`src/rtl/game_timer_pkg.sv`:
```
// Shared types and 7-segment helpers for the game countdown timer.
package game_timer_pkg;

  typedef enum logic [1:0] {StIdle, StRun, StPause, StDone} state_t;

  // Active-low {g,f,e,d,c,b,a} patterns for decimal digits 0..9.
  localparam logic [6:0] SsegLut [10] = '{
    7'b1000000, 7'b1111001, 7'b0100100, 7'b0110000, 7'b0011001,
    7'b0010010, 7'b0000010, 7'b1111000, 7'b0000000, 7'b0010000
  };
  localparam logic [6:0] SsegDash = 7'b0111111;

  function automatic logic [6:0] bcd_to_sseg(logic [3:0] d);
    return (d < 4'd10) ? SsegLut[d] : SsegDash;
  endfunction

  // Up to 8 BCD digits, units in [3:0].
  function automatic logic [31:0] int_to_bcd(int unsigned v);
    logic [31:0] r;
    int unsigned x;
    r = '0;
    x = v;
    for (int i = 0; i < 8; i++) begin
      r[4*i +: 4] = 4'(x % 10);
      x = x / 10;
    end
    return r;
  endfunction

endpackage

```
`src/rtl/sseg_scan.sv`:
```
// Free-running digit scanner: picks one digit pattern per refresh slot and drives its anode.
module sseg_scan #(
  parameter int unsigned N_DIGITS     = 4,
  parameter int unsigned REFRESH_BITS = 18
) (
  input  logic                  clk_i,
  input  logic                  rst_i,
  input  logic [7*N_DIGITS-1:0] time_sseg_i,
  output logic [6:0]            sseg_o,
  output logic [N_DIGITS-1:0]   an_o
);

  localparam int unsigned SelW = (N_DIGITS > 1) ? $clog2(N_DIGITS) : 1;

  logic [REFRESH_BITS-1:0] scan_q, scan_d;
  logic [SelW-1:0]         sel;
  logic [6:0]              sseg_q, sseg_d;
  logic [N_DIGITS-1:0]     an_q, an_d;

  // Select derives from the next scan value so sseg/an update on the edge sel changes.
  always_comb begin
    scan_d = scan_q + REFRESH_BITS'(1);
    sel    = scan_d[REFRESH_BITS-1 -: SelW];
    if (32'(sel) >= N_DIGITS) sel = '0;
    an_d   = ~(N_DIGITS'(1) << sel);
    sseg_d = time_sseg_i[7*sel +: 7];
  end

  always_ff @(posedge clk_i) begin
    if (rst_i) begin
      scan_q <= '0;
      an_q   <= ~N_DIGITS'(1);
      sseg_q <= time_sseg_i[6:0];
    end else begin
      scan_q <= scan_d;
      an_q   <= an_d;
      sseg_q <= sseg_d;
    end
  end

  assign sseg_o = sseg_q;
  assign an_o   = an_q;

endmodule

```
`src/rtl/game_countdown_timer.sv`:
```
// Game timer: start/pause FSM, 1-second prescaler, BCD up/down counter and scanned 7-seg output.
module game_countdown_timer
  import game_timer_pkg::*;
#(
  parameter int unsigned TICK_DIV     = 100_000_000,
  parameter int unsigned START_SEC    = 10,
  parameter int unsigned N_DIGITS     = 4,
  parameter int unsigned REFRESH_BITS = 18
) (
  input  logic                  clk,
  input  logic                  rst,
  input  logic                  start,
  input  logic                  en,
  input  logic                  cw,
  output logic [6:0]            sseg,
  output logic [N_DIGITS-1:0]   an,
  output logic                  done,
  output logic [7*N_DIGITS-1:0] time_sseg
);

  localparam int unsigned BcdW   = 4 * N_DIGITS;
  localparam int unsigned PrescW = $clog2(TICK_DIV);
  localparam logic [31:0] StartBcd32 = int_to_bcd(START_SEC);
  localparam logic [BcdW-1:0] StartBcd = StartBcd32[BcdW-1:0];

  function automatic logic [7*N_DIGITS-1:0] encode(logic [BcdW-1:0] b);
    logic [7*N_DIGITS-1:0] r;
    for (int i = 0; i < N_DIGITS; i++) r[7*i +: 7] = bcd_to_sseg(b[4*i +: 4]);
    return r;
  endfunction

  localparam logic [7*N_DIGITS-1:0] StartSseg = encode(StartBcd);

  state_t                state_q, state_d;
  logic [PrescW-1:0]     presc_q, presc_d;
  logic [BcdW-1:0]       bcd_q, bcd_d, bcd_inc, bcd_dec, term;
  logic                  dir_up_q, dir_up_d;
  logic                  done_q;
  logic [7*N_DIGITS-1:0] time_sseg_q, time_sseg_nxt;
  logic                  inc_c, dec_b;

  // Decimal increment/decrement with per-digit carry/borrow.
  always_comb begin
    bcd_inc = bcd_q;
    bcd_dec = bcd_q;
    inc_c   = 1'b1;
    dec_b   = 1'b1;
    for (int i = 0; i < N_DIGITS; i++) begin
      if (inc_c) begin
        if (bcd_q[4*i +: 4] == 4'd9) begin
          bcd_inc[4*i +: 4] = 4'd0;
        end else begin
          bcd_inc[4*i +: 4] = bcd_q[4*i +: 4] + 4'd1;
          inc_c = 1'b0;
        end
      end
      if (dec_b) begin
        if (bcd_q[4*i +: 4] == 4'd0) begin
          bcd_dec[4*i +: 4] = 4'd9;
        end else begin
          bcd_dec[4*i +: 4] = bcd_q[4*i +: 4] - 4'd1;
          dec_b = 1'b0;
        end
      end
    end
  end

  assign term = dir_up_q ? StartBcd : '0;

  // PAUSE with en counts like RUN so a pause delays the tick by exactly its length.
  always_comb begin
    state_d  = state_q;
    presc_d  = presc_q;
    bcd_d    = bcd_q;
    dir_up_d = dir_up_q;
    if (start) begin
      bcd_d    = cw ? '0 : StartBcd;
      dir_up_d = cw;
      presc_d  = '0;
      state_d  = StRun;
    end else if ((state_q == StRun || state_q == StPause) && en) begin
      state_d = StRun;
      if (presc_q == PrescW'(TICK_DIV - 1)) begin
        presc_d = '0;
        if (bcd_q != term) bcd_d = dir_up_q ? bcd_inc : bcd_dec;
        if (bcd_q == term || bcd_d == term) state_d = StDone;
      end else begin
        presc_d = presc_q + PrescW'(1);
      end
    end else if (state_q == StRun) begin
      state_d = StPause;
    end
  end

  assign time_sseg_nxt = rst ? StartSseg : encode(bcd_d);

  always_ff @(posedge clk) begin
    if (rst) begin
      state_q     <= StIdle;
      presc_q     <= '0;
      bcd_q       <= StartBcd;
      dir_up_q    <= 1'b0;
      done_q      <= 1'b0;
      time_sseg_q <= StartSseg;
    end else begin
      state_q     <= state_d;
      presc_q     <= presc_d;
      bcd_q       <= bcd_d;
      dir_up_q    <= dir_up_d;
      done_q      <= (state_q == StDone);
      time_sseg_q <= time_sseg_nxt;
    end
  end

  sseg_scan #(
    .N_DIGITS    (N_DIGITS),
    .REFRESH_BITS(REFRESH_BITS)
  ) u_scan (
    .clk_i      (clk),
    .rst_i      (rst),
    .time_sseg_i(time_sseg_nxt),
    .sseg_o     (sseg),
    .an_o       (an)
  );

  assign done      = done_q;
  assign time_sseg = time_sseg_q;

endmodule

```
`config.mk`:
```
export PLATFORM = sky130hd
export DESIGN_NAME = game_countdown_timer
export DESIGN_NICKNAME = d
export VERILOG_FILES = /design/src/rtl/game_timer_pkg.sv /design/src/rtl/sseg_scan.sv /design/src/rtl/game_countdown_timer.sv
export SDC_FILE = /design/constraint.sdc
export NUM_CORES = 1
export LEC_CHECK = 0
export CAP_MARGIN = 25
export CORE_UTILIZATION = 60
export CTS_CLUSTER_SIZE = 40
export DETAILED_ROUTE_END_ITERATION = 8
export GPL_TIMING_DRIVEN = 0
export PLACE_DENSITY = 0.92
export SLEW_MARGIN = 10
export SYNTH_ARGS = -nofsm -noshare
export SYNTH_HDL_FRONTEND = slang
export SYNTH_SLANG_ARGS = --single-unit
```
`constraint.sdc`:
```
create_clock -name clk -period 4.5 [get_ports clk]
set_input_delay 0.9 -clock clk [delete_from_list [all_inputs] [get_ports clk]]
set_output_delay 0.9 -clock clk [all_outputs]
set_load 0.01 [all_outputs]
```
==> Word-level counts from Yosys, hierarchy flattened <==
Memories as Yosys holds them, arrays and structs flattened.
Cells that the tools add are included.
{ "op_classes": {"n_addsub": 10, "n_mul": 1, "div_mod_pow": 0, "order_cmp": 8, "eq_ne": 11, "shift": 2, "n_mux": 54, "bitwise": 5, "n_reduce_logical": 10} }
{ "ops": {"columns": ["operator", "n"], "rows": [
  ["$mux 16", 8],
  ["$mux 7", 13],
  ["$mux 4", 14],
  ["$eq 16x5->1", 2],
  ["$mux 28", 1],
  ["$shiftx 28x6->7", 1],
  ["$add 27x1->27 const B", 1],
  ["$eq 27x27->1 const B", 1],
  ["$mux 27", 1],
  ["$ge 5x5->1 const B", 4],
  ["$not 4->5", 4],
  ["$add 18x1->18 const B", 1],
  ["$add 4x1->4 const B", 4],
  ["$eq 4x4->1 const B", 4],
  ["$logic_not 4->1", 4],
  ["$lt 4x4->1 const B", 4],
  ["$ne 16x5->1", 1],
  ["$sub 4x1->4 const B", 4],
  ["$mux 1", 11],
  ["$mux 5", 2],
  ["$mux 2", 4],
  ["$mul 3x2->5 const A", 1],
  ["$eq 2x2->1 const B", 2],
  ["$not 4->4", 1],
  ["other kinds (7)", 8]
]} }
{ "word_totals": {"regBits": 104, "latchBits": 0, "ramBits": 0, "rom_bits": 448, "output_inout_bits": 40, "elab_cells": 115, "n_memories": 4} }
{ "memory_table": {"columns": ["name", "words", "word_bits", "read_ports", "rd_ports_with_merged_regs", "wr", "line", "rtl"], "rows": [
  ["(name not given)", 16, 7, 1, 0, 0, "game_timer_pkg.sv:14", "return (d < 4'd10) ? SsegLut[d] : SsegDash;"],
  ["(name not given)", 16, 7, 1, 0, 0, "game_timer_pkg.sv:14", null],
  ["(name not given)", 16, 7, 1, 0, 0, "game_timer_pkg.sv:14", null],
  ["(name not given)", 16, 7, 1, 0, 0, "game_timer_pkg.sv:14", null]
]} }

==> Logic depth before layout (Yosys ltp) <==
Gate-level depths: netlist of the first run.
{ "logic_depth": {"ltp_word": 21, "ltp_mapped": 18} }

==> Cells and area by module <==
Synthesis of the first run repeated with hierarchy kept, for this count alone.
{ "hier_totals": {"hier_cells": 741, "area_unflattened_um2": 6139.6} }
{ "by_module_without_submodules": {"columns": ["mod", "n_inst", "cells_each", "area_per_inst_um2"], "rows": [
  ["game_countdown_timer", 1, 615, 4909.7],
  ["sseg_scan", 1, 126, 1229.9]
]} }

==> Worst setup path after synthesis of the first run <==
No wires, ideal clock.
{ "synth_path": {"path_kind": "input port to flip-flop", "from": "input port en", "to": "register u_scan.sseg_q[6], in the netlist u_scan.sseg_o[6]", "setup_time_ns": 0.079, "t_arrival_ns": 3.233, "t_required_ns": 4.421, "slack_ns": 1.188, "cell_stages": 14, "n_path_buf": 2, "path_cell_list": "nand4b_2 nor3_2 and3_1 buf_6 buf_12 a21oi_1 or3_1 inv_1 ha_1 inv_1 or2_2 a21oi_1 a21boi_0 a22oi_1"} }
{ "synth_via": {"elab_chain_len": 11, "elab_cells_between_ends": 30, "cone_classes": "order compare: 4; shift: 1; mux: 16; bitwise: 4; reduce/logical: 1; memory: 4"} }
{ "synth_rtl": {"columns": ["item", "line", "rtl"], "rows": [
  ["start, declared", "game_countdown_timer.sv:13", "input logic en,"],
  ["$logic_and 1x1->1 (*)", "game_countdown_timer.sv:81", "end else if ((state_q == StRun || state_q == StPause) && en) begin"],
  ["$mux 16 (*)", "game_countdown_timer.sv:81", null],
  ["$mux 16 (*)", "game_countdown_timer.sv:76", "if (start) begin"],
  ["via bcd_d[1]", "game_countdown_timer.sv:36", "logic [BcdW-1:0] bcd_q, bcd_d, bcd_inc, bcd_dec, term;"],
  ["$not 4->5 (implied by the code)", "game_timer_pkg.sv:14", null],
  ["$mem_v2 16x7", null, null],
  ["$mux 7 (implied by the code) (2 in a row)", "game_timer_pkg.sv:14", null],
  ["$mux 7 (*)", "game_timer_pkg.sv:14", null],
  ["$mux 28 (*)", "game_countdown_timer.sv:95", "assign time_sseg_nxt = rst ? StartSseg : encode(bcd_d);"],
  ["$shiftx 28x6->7", "sseg_scan.sv:26", "sseg_d = time_sseg_i[7*sel +: 7];"],
  ["$mux 7 (*)", "sseg_scan.sv:30", "if (rst_i) begin"],
  ["end signal, assigned", "sseg_scan.sv:33", "sseg_q <= time_sseg_i[6:0];"],
  ["end signal, assigned", "sseg_scan.sv:37", "sseg_q <= sseg_d;"],
  ["end, declared", "sseg_scan.sv:17", "logic [6:0] sseg_q, sseg_d;"]
]} }
The timed path passes the listed nets; every way through them passes the cells marked *. The select of a mux whose other input is x is not followed.
A chain may end at the register's enable or synchronous reset.

==> Worst setup path in the final report of the first run <==
{ "layout_path": {"from": "register bcd_q[13]", "to": "register u_scan.sseg_q[6], in the netlist u_scan.sseg_o[6]"} }
{ "layout_via": {"elab_cells_between_ends": 44, "cone_classes": "add/sub: 2; order compare: 4; eq/ne: 2; shift: 1; mux: 26; bitwise: 4; reduce/logical: 1; memory: 4"} }
{ "layout_lines": {"columns": ["item", "line", "rtl"], "rows": [
  ["start, declared", "game_countdown_timer.sv:36", null],
  ["start signal, assigned", "game_countdown_timer.sv:101", "bcd_q <= StartBcd;"],
  ["$ne 16x5->1 (*)", "game_countdown_timer.sv:85", "if (bcd_q != term) bcd_d = dir_up_q ? bcd_inc : bcd_dec;"],
  ["$mux 16 (*)", "game_countdown_timer.sv:85", null],
  ["$mux 16 (*)", "game_countdown_timer.sv:83", "if (presc_q == PrescW'(TICK_DIV - 1)) begin"],
  ["$mux 16 (*)", "game_countdown_timer.sv:81", null],
  ["$mux 16 (*)", "game_countdown_timer.sv:76", null],
  ["$mux 16 (*)", "game_countdown_timer.sv:83", null],
  ["$mux 16 (*)", "game_countdown_timer.sv:81", null],
  ["$mux 16 (*)", "game_countdown_timer.sv:76", null],
  ["via bcd_d[1]", "game_countdown_timer.sv:36", null],
  ["$not 4->5 (implied by the code)", "game_timer_pkg.sv:14", null],
  ["$mem_v2 16x7", null, null],
  ["$mux 7 (implied by the code) (2 in a row)", "game_timer_pkg.sv:14", null],
  ["$mux 7 (*)", "game_timer_pkg.sv:14", null],
  ["$mux 28 (*)", "game_countdown_timer.sv:95", null],
  ["$shiftx 28x6->7", "sseg_scan.sv:26", null],
  ["$mux 7 (*)", "sseg_scan.sv:30", null]
]} }
Marks and branches as above.

==> results of run 1 <==
cells in the mapped netlist (all sizes together) (4+ instances only):
cell and number:
a211oi 12, a21o 7, a21oi 29, a2bb2oi 6, a31oi 12, and2 6, and3 12, buf 23
clkbuf 20, dfxtp 104, ha 36, inv 35, mux2i 12, nand2 56, nand2b 8, nand3 36
nand3b 4, nand4 15, nand4b 9, nor2 88, nor2b 12, nor3 24, nor3b 7, nor4 9
nor4b 6, o211a 5, o211ai 8, o21a 4, o21ai 24, o21bai 5, o22ai 6, o311ai 5
o31ai 6, o32ai 4, or2 9, or3 10, or3b 4, xnor2 18, xor2 25
cell usage in the layout, fill, tap and decap left out, types with 25 or more instances in the layout:
master | netlist | layout
nand3_1 | 35 | 35
nor2_1 | 88 | 88
nand2_1 | 53 | 53
clkdlybuf4s50_1 | 0 | 44
inv_1 | 35 | 35
dfxtp_1 | 104 | 104
xor2_1 | 25 | 25
ha_1 | 36 | 36
a21oi_1 | 28 | 28
metal layers:
metal / up-vias / global-route usage (%)
met5: - / 0
met4: 0 / 12.80
met3: 41 / 5.518
met2: 319 / 58.35
met1: 3052 / 44.42
li1: 2922 / -
registers in the layout, summed over array words and instances, names as in the netlist:
signal / count
u_scan.scan_q: 18
presc_q: 27
u_scan.an_o: 4
u_scan.sseg_o: 7
bcd_q: 16
done: 1
time_sseg: 28
state_q: 2
dir_up_q: 1
cell families (layout without fill, tap and decap cells):
family / after synthesis / after routing
adders and majority gates: 36 / 36
AOI/OAI and AO/OA: 170 / 170
buffers and inverters: 79 / 139
muxes: 14 / 14
xor gates and xnor gates: 43 / 43
DFF: 104 / 104
and+or+nand+nor: 329 / 329
worst paths after layout:
path,startpoint,to
hold / removal,u_scan.scan_q[0],u_scan.scan_q[0]
setup / recovery,bcd_q[13],u_scan.sseg_o[6]
hold reg to reg,u_scan.scan_q[0],u_scan.scan_q[0]
setup reg to reg,bcd_q[13],u_scan.sseg_o[6]
per-stage QoR:
step | total power, mW | cells
2_1_floorplan | 1.042 | 775
3_3_place_gp | 1.083 | 955
3_5_place_dp | 1.088 | 955
4_1_cts | 1.622 | 971
5_1_grt | 1.676 | 971
6_report | 1.620 | 971
worst max-delay path: stages, from the launching register on:
cell and delay (ns):
dfxtp_1 0.42, inv_1 0.17, ha_1 0.29, nor3b_1 0.43, nand2_1 0.23, nor3_2 0.61
nor3_1 0.19, or3_1 0.46, inv_1 0.13, ha_1 0.17, inv_1 0.07, or2_2 0.29
a21oi_1 0.28, a21boi_0 0.16, a22oi_1 0.21
power by group:
group          switching, mW  internal, mW
sequential           0.00509         0.927
combinational         0.0930        0.0465
clock                  0.340         0.209
area by class of cell:
type	count	area, µm²	area share (%)
flip-flops and latches	104	2082	28.51
repair buffers	44	440.4	6.030
well taps	136	170.2	2.330
plain buffers	43	214.0	2.930
inverters	36	135.1	1.850
clock inverters	6	55.05	0.7538
clock buffers	10	127.6	1.747
multi-input cells	592	4079	55.85
==> results by stage, run 1 <==
Outcome:
- The flow ran to the end, and the final reports show no timing, DRC or antenna violations.

Worst hold path:
- Counting instances, the worst hold path has a depth of 1.
- The tightest min-delay check is of the reg2reg type.

STA:
- The minimum setup slack in the final design is 0.2837 ns.
- The final worst hold slack is 0.4705 ns.
- The share of the cycle needed by the critical path after routing is 93.70%.
- For this run, the top clock speed supported by timing is 237.2 MHz.
- At the pin with the least slew margin, the transition time is 0.8051 ns.
- Setup repair after global routing left no endpoint under its margin.
- The tightest slew margin relative to the limit is 45.88%.
- The number of pins exceeding their max-slew limit in the final report is 0.
- The number of endpoints failing setup at the final stage is 0.
- The final setup skew is 0.01847 ns.
- The final count of hold timing violations is 0.
- The post-route minimum period is 4.216 ns.
- The total negative slack is 0 ns.

Yosys:
- The share of flip-flops with an asynchronous set or reset is 0%.
- Multiplexer cells account for 2.191% of the synthesized area.
- The synthesized cell area is 0.006510 mm².
- By area, the combinational part of the netlist is dominated by simple AND/OR/NAND/NOR gates.
- The compound-gate portion of the synthesized area is 19.60%.
- The dominant synthesized flop cell is dfxtp_1.
- Synthesis produced 775 cells.
- dfxtp_1 takes more of the synthesized area than any other cell.
- Summing the sequential cell areas from Yosys gives 31.98% of the chip area.
- The number of different library cells used by synthesis comes to 100.
- The synthesized netlist net count is 816.
- The warning count from the yosys run is 0.
- The area share of fa/ha/maj cells after synthesis is 6.919%.
- The XOR/XNOR share of the synthesized area is 5.785%.
- The mean instance size in the synthesized netlist is 8.400 µm².
- The number of flops mapped to enable cells by yosys is 0.
- The synthesized flop and latch total is 104.
- The fraction of synthesized cell area taken by the top area cell type is 31.98%.
- The simple-gate portion of the synthesized area is 28.16%.
- After synthesis, the cell types taking the most area are dfxtp_1 (32%), ha_1 (6.9%), nor2_1 (5.1%).

Clocking:
- Post-CTS repair changed the size of 0 cells.
- The clock net in this run drives a total of 104 sinks.
- TritonCTS built the clock tree.
- The number of clock buffers added by TritonCTS is 9.
- The clock passes through at most 2 buffers.
- The clock transition at the registers of the reported paths is 0.11 ns.
- CTS built an H-tree with a depth of 3.
- CTS placed an instance of clkbuf_8 at the clock tree root.
- The hold buffer count at cts is 0.
- The latest clock arrival within the worst-skew pair is 0.39 ns.
- Post-CTS timing repair inserted 0 buffers for setup.

Global route:
- The total grt overflow is 0.
- The number of antenna violations at the first check in global routing is 0.
- The largest net degree at the start of global routing is 19.
- The first-pass GRT wire length is 30510 µm.
- The global router's overall resource usage is 34.61%.
- The number of global-route vias before repair is 5998.

Worst setup path:
- The endpoint kind of the worst setup timing path is a flop.
- Data on the critical path is required at its endpoint by 4.81 ns.
- The startpoint class of the critical path is a flop.
- The worst register-to-register path has a depth of 14.
- The maximum fanout along the worst path is 8.
- The start-to-end type of the worst setup path is reg2reg.
- The worst register-to-register path has a setup slack of 0.28 ns.
- Data arrives at the worst endpoint at 4.53 ns.

Floorplanning:
- The vertical extent of the die is 106.2 µm.
- The die covers 0.01127 mm².
- The total number of placement rows is 37.
- The area of the core is 0.01042 mm².
- For this design the top-level I/O count stands at 45.
- The x dimension of the die is 106.2 µm.
- The initial utilization of the core area, before any placement, comes to 62.50%.

Routing:
- Before antenna repair, the detailed router went through 5 iterations.
- The post-detailed-routing wire length is 19230 µm.
- In this run the remaining antenna-violating nets after routing total 0.
- After detailed routing, no signal wire sits above met4.
- Dividing the detail-routed via count by the number of cells gives 6.523.
- The met1 wire length is 7869 µm.
- The number of remaining DRC errors is 0.
- Dividing the detail-routed wire length by the instance count gives 19.81 µm.
- Summed over all nets, wire length on met2 after detailed routing comes to 9276 µm.
- The detailed-routed wire length on met3 is 1633 µm.
- The total number of vias is 6334.
- The first routing iteration left 588 violations.

Cells and area:
- Summing all non-filler instances in the final layout gives an area of 0.007303 mm².
- 0 antenna diodes ended up in the layout.
- The synthesis-to-finish area growth is 12.19%.
- The layout cell share with drive strength beyond 1 is 8.982%.
- The number of nets in the layout is 871.
- Measured on the finished design, the core utilization comes to 70.11%.
- The number of fill cells in the layout is 822.

Power:
- The static leakage power is 2.782 nW.
- For this design the ratio of total power to cell area is 221.9 mW/mm².
- VDD sags by at most 0.0002153 V.

Placement:
- The count of buffers inserted at the top-level ports is 44.
- At the placement stage, the worst setup path has a slack of 0.1388 ns.
- At the end of routability-driven placement, the weighted congestion stood at 0.9546.
- The placed instances occupy a cell area of 0.007121 mm².
- The HPWL after detailed placement is 14680 µm.

Run:
- Max-cap violations in this run came to 0.
Note: power is estimated with default switching activity, not from simulation.
==> run 2, diff against run 1 <==
--- a/config.mk
+++ b/config.mk
@@ -6,12 +6,13 @@
 export NUM_CORES = 1
 export LEC_CHECK = 0
 export CAP_MARGIN = 25
-export CORE_UTILIZATION = 60
+export CORE_UTILIZATION = 59
 export CTS_CLUSTER_SIZE = 40
 export DETAILED_ROUTE_END_ITERATION = 8
 export GPL_TIMING_DRIVEN = 0
-export PLACE_DENSITY = 0.92
+export PLACE_DENSITY = 0.91
 export SLEW_MARGIN = 10
 export SYNTH_ARGS = -nofsm -noshare
 export SYNTH_HDL_FRONTEND = slang
+export SYNTH_HIERARCHICAL = 1
 export SYNTH_SLANG_ARGS = --single-unit
==> run 2 against run 1 <==
Via count decreased by 7.9%; register-to-register slack gained 0.11 ns; area after synthesis shrank 5.7%; count of clock-buffer cells in the layout unchanged; first-iteration DRC count down 21%; critical path type is now in2reg; largest cell class unchanged; largest power group unchanged; highest routed layer unchanged.
==> results by stage, run 2 <==
Worst setup path:
- The buffers plus inverters on the worst setup path is 4 (+1).
- The worst endpoint required time is 4.72 ns (-0.09 ns).
- The setup slack of the worst register-to-register path is 0.39 ns (+0.11 ns).
- The cell depth of the worst flop-to-flop path was 16 (+2).
- The kind of cell adding the most delay to the critical path is compound AO/OA/AOI/OAI gates.
- On the critical path, the stage with the largest delay is an instance of clkdlybuf4s50_1.
- The reg-to-reg critical path startpoint is state_q[1].
- The launch point of the worst path is en.
- The startpoint class of the critical path is a primary input.
- The arrival time reported for the critical path endpoint is 4.59 ns (+0.06 ns).
- The critical path goes through clkdlybuf4s50_1 > and4b_2 > nand3_4 > or3_1 > buf_6 > clkbuf_2 > o31a_1 > o31ai_4 > inv_1 > ha_1 > or2_2 > a21oi_1 > o21bai_1 > mux2i_1 > a222oi_1.
- The destination of the worst register-to-register timing path is u_scan/sseg_o[5].
- The worst setup path is captured at a flop.
- The peak per-stage delay on the critical path is 0.51 ns (-0.10 ns).
- The maximum fanout along the worst path is 10 (+2).
- The critical path in this run is classified as in2reg.

Run:
- The max-capacitance violation count is 0 (unchanged).

STA:
- The total negative slack is 0 ns (unchanged).
- The post-route minimum period is 4.366 ns (+0.1500 ns).
- The final count of hold timing violations is 0 (unchanged).
- The final setup skew came to 0.01541 ns (-0.003065 ns).
- Setup repair after global routing left no endpoint under its margin.
- The tightest slew margin relative to the limit is 50.60% (+4.7 points).
- The slew of the pin with the lowest slew margin is 0.7349 ns (-0.07014 ns).
- The number of endpoints failing setup at the final stage is 0 (unchanged).
- The number of pins exceeding their max-slew limit in the final report is 0 (unchanged).
- The final worst hold slack is 0.4745 ns (+0.004012 ns).
- The minimum setup slack in the final design was 0.1337 ns (-0.1500 ns).
- The share of the cycle needed by the critical path after routing is 97.03% (+3.3 points).
- The upper clock frequency limit is 229.0 MHz (-3.4%).

Power:
- The clock network power share is 35.5% (+1.6 points).
- The overall power after layout came to 1.619 mW (about the same).
- The sequential cell fraction of total power is 57.6% (about the same).
- The power density normalized to cell area is 233.1 mW/mm² (+5.1%).
- The net switching power of the design is 0.4224 mW (-3.6%).
- The peak ir drop on the vdd network is 0.0002007 V (-6.8%).
- The static leakage power is 2.478 nW (-11%).
- The switching share of power is 26.09% (-0.96 points).
- The internal power component was 1.197 mW (+1.2%).
- The combinational power share is 6.9% (-1.7 points).

Yosys:
- The synthesized instance count is 741 (-4.4%).
- The fraction of synthesized cell area taken by the top area cell type is 33.91% (+1.9 points).
- Counting instances in the post-synthesis netlist gives the leading cell types as dfxtp_1 (104), nor2_1 (89), nand2_1 (51).
- The cell type contributing the most total cell area after synthesis is dfxtp_1.
- The count of different cell masters after synthesis is 77 (-23%).
- For this run, the leading register cell type out of synthesis is dfxtp_1.
- The number of flops mapped to enable cells by yosys is 0 (unchanged).
- The post-synthesis sequential area ratio was 33.91% (+1.9 points).
- The most common cell in the synthesized netlist is dfxtp_1.
- Ranked by total cell area, the synthesized netlist is headed by dfxtp_1 (34%), nor2_1 (5.4%), ha_1 (4.9%).
- The synthesized netlist net count was 770 (-5.6%).
- The mean instance size in the synthesized netlist came to 8.286 µm² (-1.4%).
- The synthesized cell area is 0.006140 mm² (-5.7%).
- The synthesized flop and latch total is 104 (unchanged).
- The warning count from the yosys run came to 6 (+6).
- The share of flip-flops with an asynchronous set or reset is 0% (unchanged).

Worst hold path:
- The startpoint of the worst hold path is u_scan/scan_q[0].
- The worst hold path belongs to the class reg2reg.
- The number of instances on the worst hold path is 1 (unchanged).
- For hold timing, the worst endpoint is u_scan/scan_q[0].

Cells and area:
- The post-layout instance count excluding filler cells came to 933 (-3.9%).
- The number of flip-flops in the largest register is 28 (unchanged).
- The layout cell share with drive strength beyond 1 is 7.125% (-1.9 points).
- The end-of-flow core utilization is 70.09% (about the same).
- The most common library cell in the layout ignoring fill and taps is dfxtp_1.
- The total inserted antenna cells came to 0 (unchanged).
- The final design area excluding fillers is 0.006945 mm² (-4.9%).
- The synthesis-to-finish area growth is 13.12%.
- The number of nets in the layout was 824 (-5.4%).
- In the layout the commonest cells are dfxtp_1 (104), nor2_1 (89), nand2_1 (51).

Routing:
- The post-detailed-routing wire length is 16110 µm (-16%).
- The total number of vias was 5836 (-7.9%).
- The DRC violation total after the first TritonRoute iteration is 464 (-21%).
- The number of remaining DRC errors was 0 (unchanged).
- The count of nets left with antenna violations after detail routing is 0 (unchanged).
- The mean number of vias per cell is 6.255 (-4.1%).
- The count of TritonRoute iterations in the first routing pass is 6 (+1).
- The average wire per standard cell is 17.27 µm (-13%).

Placement:
- The number of placed instances, taps included came to 917 (-4.0%).
- The worst slack at placement is -0.4103 ns (-0.5492 ns).
- The last weighted congestion value of the routability-driven placer is 0.9984 (+4.6%).
- The half-perimeter wire length after placement is 12200 µm (-17%).
- The count of buffers inserted at the top-level ports is 43 (-2.3%).
- The instance area after placement was 0.006736 mm² (-5.4%).

Clocking:
- The clock buffer count from CTS is 9 (unchanged).
- The maximum number of buffers from clock root to sink is 2 (unchanged).
- The clock transition at the registers of the reported paths is 0.10 ns (about the same).
- The total number of H-tree levels was 3 (unchanged).
- The cell sitting at the root of the clock tree is a clkbuf_8.
- The number of clock sinks was 104 (unchanged).
- The post-cts sizing count is 1 (+1).
- The latest clock arrival within the worst-skew pair is 0.37 ns (-0.02 ns).
- The setup fix buffers added after clock tree synthesis was 0 (unchanged).
- TritonCTS built the clock tree.
- The hold buffer count at cts is 0 (unchanged).

Global route:
- The number of global-route vias before repair came to 5550 (-7.5%).
- The global router's overall resource usage was 29.83% (-4.8 points).
- The total grt overflow is 0 (unchanged).
- The largest net degree at the start of global routing is 20 (+1).
- The first-pass GRT wire length came to 26260 µm (-14%).
- The number of antenna violations at the first check in global routing is 0 (unchanged).

Floorplanning:
- The area of the core is 0.009910 mm² (-4.9%).
- The total number of placement rows is 36 (-2.7%).
- The vertical extent of the die is 104.0 µm (-2.0%).
- The number of I/O pins is 45 (unchanged).
- The x dimension of the die is 104.0 µm (-2.0%).
- The area of the die is 0.01082 mm² (-4.0%).
- The initial cell density of the core came to 61.96% (-0.54 points).

Outcome:
- The run finished with clean final reports.
==> run 2: power groups by stage <==
stage	logic (mW)	clock network (mW)	registers (mW)
floorplan	0.0735	0	0.954
CTS	0.109	0.578	0.932
finish	0.112	0.574	0.932
detailed placement	0.108	0	0.954
global placement	0.106	0	0.953
global route	0.121	0.614	0.934
==> run 2: cell type report <==
cell class / count / area (µm²)
Buffer: 46 / 197.7
Sequential cell: 104 / 2082
Timing Repair Buffer: 43 / 430.4
Tap cell: 133 / 166.4
Inverter: 40 / 150.1
Clock inverter: 6 / 60.06
Multi-Input combinational cell: 551 / 3721
Clock buffer: 10 / 137.6
Fill cell: 812 / 2964
==> run 2: how the worst max path moves through the flow <==
stage / slack (ns) / to / depth (start not counted)
5_1_grt: 0.003 / u_scan/sseg_o[6] / 15
2_1_floorplan: 0.67 / u_scan/sseg_o[6] / 14
4_1_cts: 0.1 / u_scan/sseg_o[5] / 15
6_report: 0.13 / u_scan/sseg_o[5] / 15
3_5_place_dp: -0.41 / u_scan/sseg_o[5] / 15
3_3_place_gp: -0.33 / u_scan/sseg_o[6] / 15
==> run 2: cell families after synthesis <==
| kind of cell | synth area share, % |
|---|---|
| adder cells (fa/ha/maj) | 4.891 |
| AND/OR/NAND/NOR | 27.43 |
| buffers and inverters | 5.645 |
| multiplexers | 2.833 |
| XOR/XNOR | 6.297 |
| AO/OA/AOI/OAI | 18.99 |
| flip-flops | 33.91 |
==> run 2: metal layers <==
metal	GRT usage [%]	share of wire, %	up-vias
met5	0	0	-
met4	11.12	3.2	0
met3	4.261	7.5	50
met2	54.00	50	257
met1	35.62	40	2761
li1	-	-	2768
